File: src/rtl/writeback_sq.sv
// writeback_sq: x86 writeback stage with an in-order store queue.
//
// Retires one instruction per cycle into architectural state (GPR, MMX,
// segment, flags, EIP). Each write port is registered, so it updates one
// cycle after the instruction is accepted.
//
// Memory writes are placed in a SQ_DEPTH-entry FIFO. The FIFO drains to
// the dcache over a valid/ready handshake. Serialising instructions are
// held until the FIFO is empty.
//
// Ports:
//   clk, reset            clock, asynchronous active-high reset
//   wb_*                  instruction presented at writeback
//   wb_ready              instruction accepted this cycle
//   MEM_write_stall       wb_valid & ~wb_ready
//   gpr/mm/seg/flags/eip  registered architectural write ports
//   dc_req_*, dc_*        store drain to the dcache
//   sq_count, sq_empty    FIFO occupancy
module writeback_sq #(
  parameter int ADDR_W   = 32,
  parameter int SQ_DEPTH = 4,
  parameter int CNT_W    = $clog2(SQ_DEPTH + 1)
) (
  input  logic              clk,
  input  logic              reset,
  input  logic              wb_valid,
  input  logic              wb_ld_gpr,
  input  logic              wb_ld_mm,
  input  logic              wb_ld_seg,
  input  logic              wb_ld_flags,
  input  logic              wb_ld_eip,
  input  logic              wb_mem_write,
  input  logic              wb_serialize,
  input  logic [2:0]        wb_dr,
  input  logic [2:0]        wb_mm_dr,
  input  logic [2:0]        wb_seg_id,
  input  logic [1:0]        wb_data_size,
  input  logic [ADDR_W-1:0] wb_address,
  input  logic [31:0]       wb_result,
  input  logic [63:0]       wb_mm_result,
  input  logic [31:0]       wb_flags,
  input  logic [31:0]       wb_eip,
  input  logic [15:0]       wb_cs,
  output logic              wb_ready,
  output logic              MEM_write_stall,
  output logic              gpr_we,
  output logic [2:0]        gpr_addr,
  output logic [31:0]       gpr_data,
  output logic              mm_we,
  output logic [2:0]        mm_addr,
  output logic [63:0]       mm_data,
  output logic              seg_we,
  output logic [2:0]        seg_addr,
  output logic [15:0]       seg_data,
  output logic              flags_we,
  output logic [31:0]       flags_data,
  output logic              eip_we,
  output logic [31:0]       eip_data,
  output logic              dc_req_valid,
  input  logic              dc_req_ready,
  output logic [ADDR_W-1:0] dc_addr,
  output logic [63:0]       dc_data,
  output logic [1:0]        dc_size,
  output logic [CNT_W-1:0]  sq_count,
  output logic              sq_empty
);

  localparam int PTR_W = (SQ_DEPTH > 1) ? $clog2(SQ_DEPTH) : 1;

  logic [ADDR_W-1:0] sq_addr_q [SQ_DEPTH];
  logic [ADDR_W-1:0] sq_addr_d [SQ_DEPTH];
  logic [63:0]       sq_data_q [SQ_DEPTH];
  logic [63:0]       sq_data_d [SQ_DEPTH];
  logic [1:0]        sq_size_q [SQ_DEPTH];
  logic [1:0]        sq_size_d [SQ_DEPTH];
  logic [PTR_W-1:0]  head_q, head_d, tail_q, tail_d;
  logic [CNT_W-1:0]  count_q, count_d;

  logic        gpr_we_q, gpr_we_d, mm_we_q, mm_we_d, seg_we_q, seg_we_d;
  logic        flags_we_q, flags_we_d, eip_we_q, eip_we_d;
  logic [2:0]  gpr_addr_q, gpr_addr_d, mm_addr_q, mm_addr_d, seg_addr_q, seg_addr_d;
  logic [31:0] gpr_data_q, gpr_data_d, flags_data_q, flags_data_d, eip_data_q, eip_data_d;
  logic [63:0] mm_data_q, mm_data_d;
  logic [15:0] seg_data_q, seg_data_d;

  logic        full, empty, accept, enq, deq;
  logic [63:0] st_data;

  // Stall decisions use the registered count only, so a full queue never
  // accepts a store even in a cycle where the head is draining.
  assign empty           = (count_q == '0);
  assign full            = (count_q == CNT_W'(SQ_DEPTH));
  assign wb_ready        = ~(wb_valid & wb_mem_write & full) &
                           ~(wb_valid & wb_serialize & ~empty);
  assign MEM_write_stall = wb_valid & ~wb_ready;
  assign accept          = wb_valid & wb_ready;
  assign enq             = accept & wb_mem_write;
  assign deq             = ~empty & dc_req_ready;

  // Store data is zero-extended above the access size.
  always_comb begin
    st_data = 64'd0;
    case (wb_data_size)
      2'd0:    st_data = {56'd0, wb_result[7:0]};
      2'd1:    st_data = {48'd0, wb_result[15:0]};
      2'd2:    st_data = {32'd0, wb_result};
      default: st_data = wb_mm_result;
    endcase
  end

  // SQ_DEPTH is a power of two, so pointer increment wraps naturally.
  always_comb begin
    sq_addr_d = sq_addr_q;
    sq_data_d = sq_data_q;
    sq_size_d = sq_size_q;
    head_d    = head_q;
    tail_d    = tail_q;
    count_d   = count_q;
    if (enq) begin
      sq_addr_d[tail_q] = wb_address;
      sq_data_d[tail_q] = st_data;
      sq_size_d[tail_q] = wb_data_size;
      tail_d            = tail_q + 1'b1;
    end
    if (deq) begin
      head_d = head_q + 1'b1;
    end
    case ({enq, deq})
      2'b10:   count_d = count_q + 1'b1;
      2'b01:   count_d = count_q - 1'b1;
      default: count_d = count_q;
    endcase
  end

  // Write enables pulse for one cycle; data/addr hold when nothing retires.
  always_comb begin
    gpr_we_d     = accept & wb_ld_gpr;
    mm_we_d      = accept & wb_ld_mm;
    seg_we_d     = accept & wb_ld_seg;
    flags_we_d   = accept & wb_ld_flags;
    eip_we_d     = accept & wb_ld_eip;
    gpr_addr_d   = accept ? wb_dr        : gpr_addr_q;
    gpr_data_d   = accept ? wb_result    : gpr_data_q;
    mm_addr_d    = accept ? wb_mm_dr     : mm_addr_q;
    mm_data_d    = accept ? wb_mm_result : mm_data_q;
    seg_addr_d   = accept ? wb_seg_id    : seg_addr_q;
    seg_data_d   = accept ? wb_cs        : seg_data_q;
    flags_data_d = accept ? wb_flags     : flags_data_q;
    eip_data_d   = accept ? wb_eip       : eip_data_q;
  end

  always_ff @(posedge clk or posedge reset) begin
    if (reset) begin
      for (int i = 0; i < SQ_DEPTH; i++) begin
        sq_addr_q[i] <= '0;
        sq_data_q[i] <= '0;
        sq_size_q[i] <= '0;
      end
      head_q       <= '0;
      tail_q       <= '0;
      count_q      <= '0;
      gpr_we_q     <= 1'b0;
      mm_we_q      <= 1'b0;
      seg_we_q     <= 1'b0;
      flags_we_q   <= 1'b0;
      eip_we_q     <= 1'b0;
      gpr_addr_q   <= '0;
      gpr_data_q   <= '0;
      mm_addr_q    <= '0;
      mm_data_q    <= '0;
      seg_addr_q   <= '0;
      seg_data_q   <= '0;
      flags_data_q <= '0;
      eip_data_q   <= '0;
    end else begin
      sq_addr_q    <= sq_addr_d;
      sq_data_q    <= sq_data_d;
      sq_size_q    <= sq_size_d;
      head_q       <= head_d;
      tail_q       <= tail_d;
      count_q      <= count_d;
      gpr_we_q     <= gpr_we_d;
      mm_we_q      <= mm_we_d;
      seg_we_q     <= seg_we_d;
      flags_we_q   <= flags_we_d;
      eip_we_q     <= eip_we_d;
      gpr_addr_q   <= gpr_addr_d;
      gpr_data_q   <= gpr_data_d;
      mm_addr_q    <= mm_addr_d;
      mm_data_q    <= mm_data_d;
      seg_addr_q   <= seg_addr_d;
      seg_data_q   <= seg_data_d;
      flags_data_q <= flags_data_d;
      eip_data_q   <= eip_data_d;
    end
  end

  assign gpr_we     = gpr_we_q;
  assign gpr_addr   = gpr_addr_q;
  assign gpr_data   = gpr_data_q;
  assign mm_we      = mm_we_q;
  assign mm_addr    = mm_addr_q;
  assign mm_data    = mm_data_q;
  assign seg_we     = seg_we_q;
  assign seg_addr   = seg_addr_q;
  assign seg_data   = seg_data_q;
  assign flags_we   = flags_we_q;
  assign flags_data = flags_data_q;
  assign eip_we     = eip_we_q;
  assign eip_data   = eip_data_q;

  // The drain side is driven purely from registered queue state.
  assign dc_req_valid = ~empty;
  assign dc_addr      = sq_addr_q[head_q];
  assign dc_data      = sq_data_q[head_q];
  assign dc_size      = sq_size_q[head_q];
  assign sq_count     = count_q;
  assign sq_empty     = empty;

endmodule
File: config.mk
export PLATFORM = sky130hd
export DESIGN_NAME = writeback_sq
export DESIGN_NICKNAME = d
export VERILOG_FILES = /design/src/rtl/writeback_sq.sv
export SDC_FILE = /design/constraint.sdc
export NUM_CORES = 1
export LEC_CHECK = 0
export BUFFER_PORTS_ARGS = -buffer_cell sky130_fd_sc_hd__buf_2
export CORE_ASPECT_RATIO = 0.8
export CORE_MARGIN = 1
export CORE_UTILIZATION = 39
export CTS_BUF_LIST = sky130_fd_sc_hd__clkbuf_4 sky130_fd_sc_hd__clkbuf_8
export DETAILED_ROUTE_END_ITERATION = 8
export GPL_TIMING_DRIVEN = 1
export MAX_ROUTING_LAYER = met4
export SETUP_SLACK_MARGIN = 0.3
export SKIP_LAST_GASP = 1
export SLEW_MARGIN = 30
export SYNTH_ARGS = -nofsm -noshare
export SYNTH_HDL_FRONTEND = slang
export SYNTH_SLANG_ARGS = --single-unit
File: constraint.sdc
create_clock -name clk -period 46.1 [get_ports clk]
set_clock_uncertainty 0.15 [all_clocks]
set_input_delay 9.22 -clock clk [delete_from_list [all_inputs] [get_ports clk]]
set_output_delay 9.22 -clock clk [all_outputs]
set_load 0.01 [all_outputs]
==> results.md <==
* Seq pwr share at 40.4%
* Worst min-delay path category: register to register
* Worst setup margin at 26.37 ns
* R2R depth at 7
* Post-layout min period at 19.73 ns
* Power share of the combinational group at 35.7%
* Slew margin rel. at 35.7%
* Crit-path slowest cell: nor3b_1
* I/O pin count at 525
* Remaining routing DRC violations at 0
* WP data arrival at 10.36 ns
* Cells after DPL at 2,860
* Root buf cell: clkbuf_8
* P_int at 0.00149 W
* CTS Buf Count at 101
* Worst path top cell family by delay: simple AND/OR/NAND/NOR gates
* Leakage at 14.6 nW
* Final Setup Violations at 0
* Synth Warn # at 0
* Max frequency at 50.7 MHz
* Total GRT Usage at 19.8%
* Antenna violations before repair at 3
* Pwr per Cell Area at 71.2 nW/um^2
* First-pass GRT wire length at 98,900 um
* CP Launch Type: input port
* Die Area at 66,000 um^2
* Largest net degree at the start of global routing at 184
* CP dominant cell by count: buf_2
* Num rows at 83
* Buffers & Inverters on Critical Path at 2
* Hold path cells at 1
* Power share of the clock group at 23.9%
* Syn_nets at 1,799
* Die width at 287 um
* Max clock buf depth at 3
* Hold path startpoint: sq_data_q[65]$_DFFE_PP0P_
* Async SR Flop Fraction at 100%
* Status: finished clean
* Iter 0 DRT Violations at 624
* Share of post-route cells with drive strength above 1 at 62.0%
* Fin Setup TNS at 0 ns
* I/O Buffers at 524
* H-tree depth at 3
* Reg-to-Reg Start: sq_count[0]$_DFFE_PP0P_
* Post-synth top area share at 58.2%
* Synthesized area at 25,300 um^2
* Cell Count, Final, Fillers Out at 3,048
* Vias in the first global route at 17.3k
* Flop2flop setup slack at 41.96 ns
* # Max-Cap Violations at 0
* CTS clk-pin slew, worst paths at 0.05 ns
* Max incr delay on CP at 0.50 ns
* Met3 Use GR at 4.53%
* Worst slack at placement at 26.37 ns
* Syn_area_per_cell at 16.2 um^2
* Period utilization at 42.8%
* Min-Delay Endpoint: sq_data_q[65]$_DFFE_PP0P_
* Switching share of power at 32.2%
* WL/cell at 20.5 um
* CTS tree: done
* Sw Pwr at 0.000709 W
* CTS Sinks at 589
* Met1 track demand over resource at 25.4%
* Post-synth top flop: dfrtp_1
* Area contributors post-synth: dfrtp_1 58%, mux2_2 23%, mux4_2 8.7%, mux2i_1 2.6%, buf_4 1.3%
* Placer Congestion at 0.779
* Synth cell types at 32
* Critical Path RT at 36.73 ns
* CP Max Fanout at 6
* FF-to-FF End: mm_data[13]$_DFFE_PP0N_
* Pins Over Slew Limit at 0
* Critical path class: input port to output port
* Total Wirelength at 62,400 um
* Seq/Total Area, Yosys at 58.2%
* M2 GR Usage at 31.4%
* #FFs+latches synth at 589
* # resized after CTS at 0
* Vias at 15.4k
* Core Area at 64,200 um^2
* Die height at 230 um
* Layout area overhead at 22.0%
* DRT Pass-1 Iters at 4
* Post-CTS Setup Repair Bufs at 0
* Slew @ Worst Pin at 0.965 ns
* Gate Count Post-Synth at 1,563
* HPWL after DPL at 39,400 um
* Initial Utilization at 39.5%
* Max VDD drop at 0.0430 mV
* Worst skew pair latency at 0.67 ns
* Largest area contributor in the netlist: dfrtp_1
* Crit path cell chain: buf_2 -> nor3b_1 -> o21a_1 -> and2_1 -> buf_2
* RSZ-0062 raised after global routing: no
* Remaining Overflow, GRT at 0
* Drt via density at 5.05
* Hold Fails Final Rpt at 0
* Final #Nets at 2,350
* Most used routing layer: met2
* Hold Buf Count CTS at 0
* Post-DRT Antenna Nets at 0
* Setup crit end kind: output port
* EDFF count, synth at 0
[kinds of logic (layout without fill, tap and decap cells)]
logic type / count (synthesis) / count (layout) / share of synthesized area (%)
and+or+nand+nor: 68 / 68 / 1.47
adders and majority gates: 6 / 6 / 0.326
AOI/OAI and AO/OA: 17 / 17 / 0.706
muxes: 706 / 706 / 35.4
buffers and inverters: 170 / 802 / 3.68
other: 0 / 3 / 0
xor gates and xnor gates: 7 / 7 / 0.242
DFF: 589 / 589 / 58.2
[stage by stage]
stage / hold slack [ns] / utilization (%) / power [W] / area [um^2]
2_1_floorplan: 0.302 / - / 0.00140 / 25300
3_3_place_gp: 0.312 / 44.5 / 0.00167 / 28600
3_5_place_dp: 0.323 / 44.5 / 0.00170 / 28600
4_1_cts: 0.336 / 48.1 / 0.00224 / 30900
5_1_grt: 0.356 / 48.2 / 0.00235 / 30900
6_report: 0.331 / 48.2 / 0.00220 / 30900
[Yosys cell counts (3+ instances only)]
master / number
nand3_1: 5
buf_2: 19
mux2_2: 524
and3_1: 37
buf_8: 4
buf_6: 8
and2_1: 3
ha_1: 5
dfrtp_1: 589
mux2_1: 19
a22o_1: 8
mux2i_1: 65
xor2_1: 4
nand2_1: 18
a21oi_4: 4
xnor2_1: 3
buf_1: 4
buf_4: 44
clkbuf_1: 19
mux4_2: 98
inv_1: 72
[state kept, by name (all words and copies together) (netlist names), 8 cells and up]
name,flops
eip_data,32
flags_data,32
gpr_data,32
mm_data,64
seg_data,16
sq_addr_q,128
sq_data_q,256
sq_size_q,8
[placed cells by master (no fill, tap or decap), types with 4 or more instances in the layout]
master,instances
mux2_2,524
mux4_2,98
mux2_1,19
bufinv_16,5
xor2_1,4
nand2_1,18
nand3_1,5
dfrtp_1,587
a22o_1,8
and3_1,37
clkbuf_4,25
buf_2,524
inv_1,71
a21oi_4,4
ha_1,5
buf_4,14
clkinv_2,17
clkbuf_8,133
buf_6,6
mux2i_1,65
[worst max path at each step]
stage	end	from	slack, ns	depth (start not counted)
floorplan	eip_data[0]$_DFFE_PP0N_	reset	20.25	1
global placement	MEM_write_stall	wb_mem_write	26.41	5
detailed placement	MEM_write_stall	wb_mem_write	26.37	5
CTS	MEM_write_stall	wb_mem_write	26.37	5
global route	MEM_write_stall	wb_mem_write	26.26	5
finish	MEM_write_stall	wb_mem_write	26.37	5
[final cells by class]
type,count,area [um^2]
multi-input cells,804,9680
well taps,850,1060
clock buffers,158,2020
flip-flops and latches,589,14700
fillers,5703,33300
diodes,3,7.51
inverters,72,283
clock inverters,26,272
repair buffers,546,2840
[worst register-to-register path, delay by kind of cell, from the launching register on]
family | cells | cell delay (ns)
buf+inv | 4 | 2.19
mux | 1 | 0.52
flops | 1 | 0.46
simple gates | 1 | 0.54
compound gates | 1 | 0.16
[per-layer routing]
layer | wire length, um | part of all wire (%)
met5 | 0 | 0
met4 | 1450 | 2.3
met3 | 3480 | 5.6
met2 | 30100 | 48
met1 | 27400 | 44
[power by group through the flow]
stage	Combinational [W]	Sequential, W	Clock, W
floorplan	0.000500	0.000898	0
global placement	0.000787	0.000882	0
detailed placement	0.000802	0.000899	0
CTS	0.000804	0.000892	0.000544
global route	0.000853	0.000925	0.000567
finish	0.000786	0.000890	0.000525
Note: power is estimated with default switching activity, not from simulation.
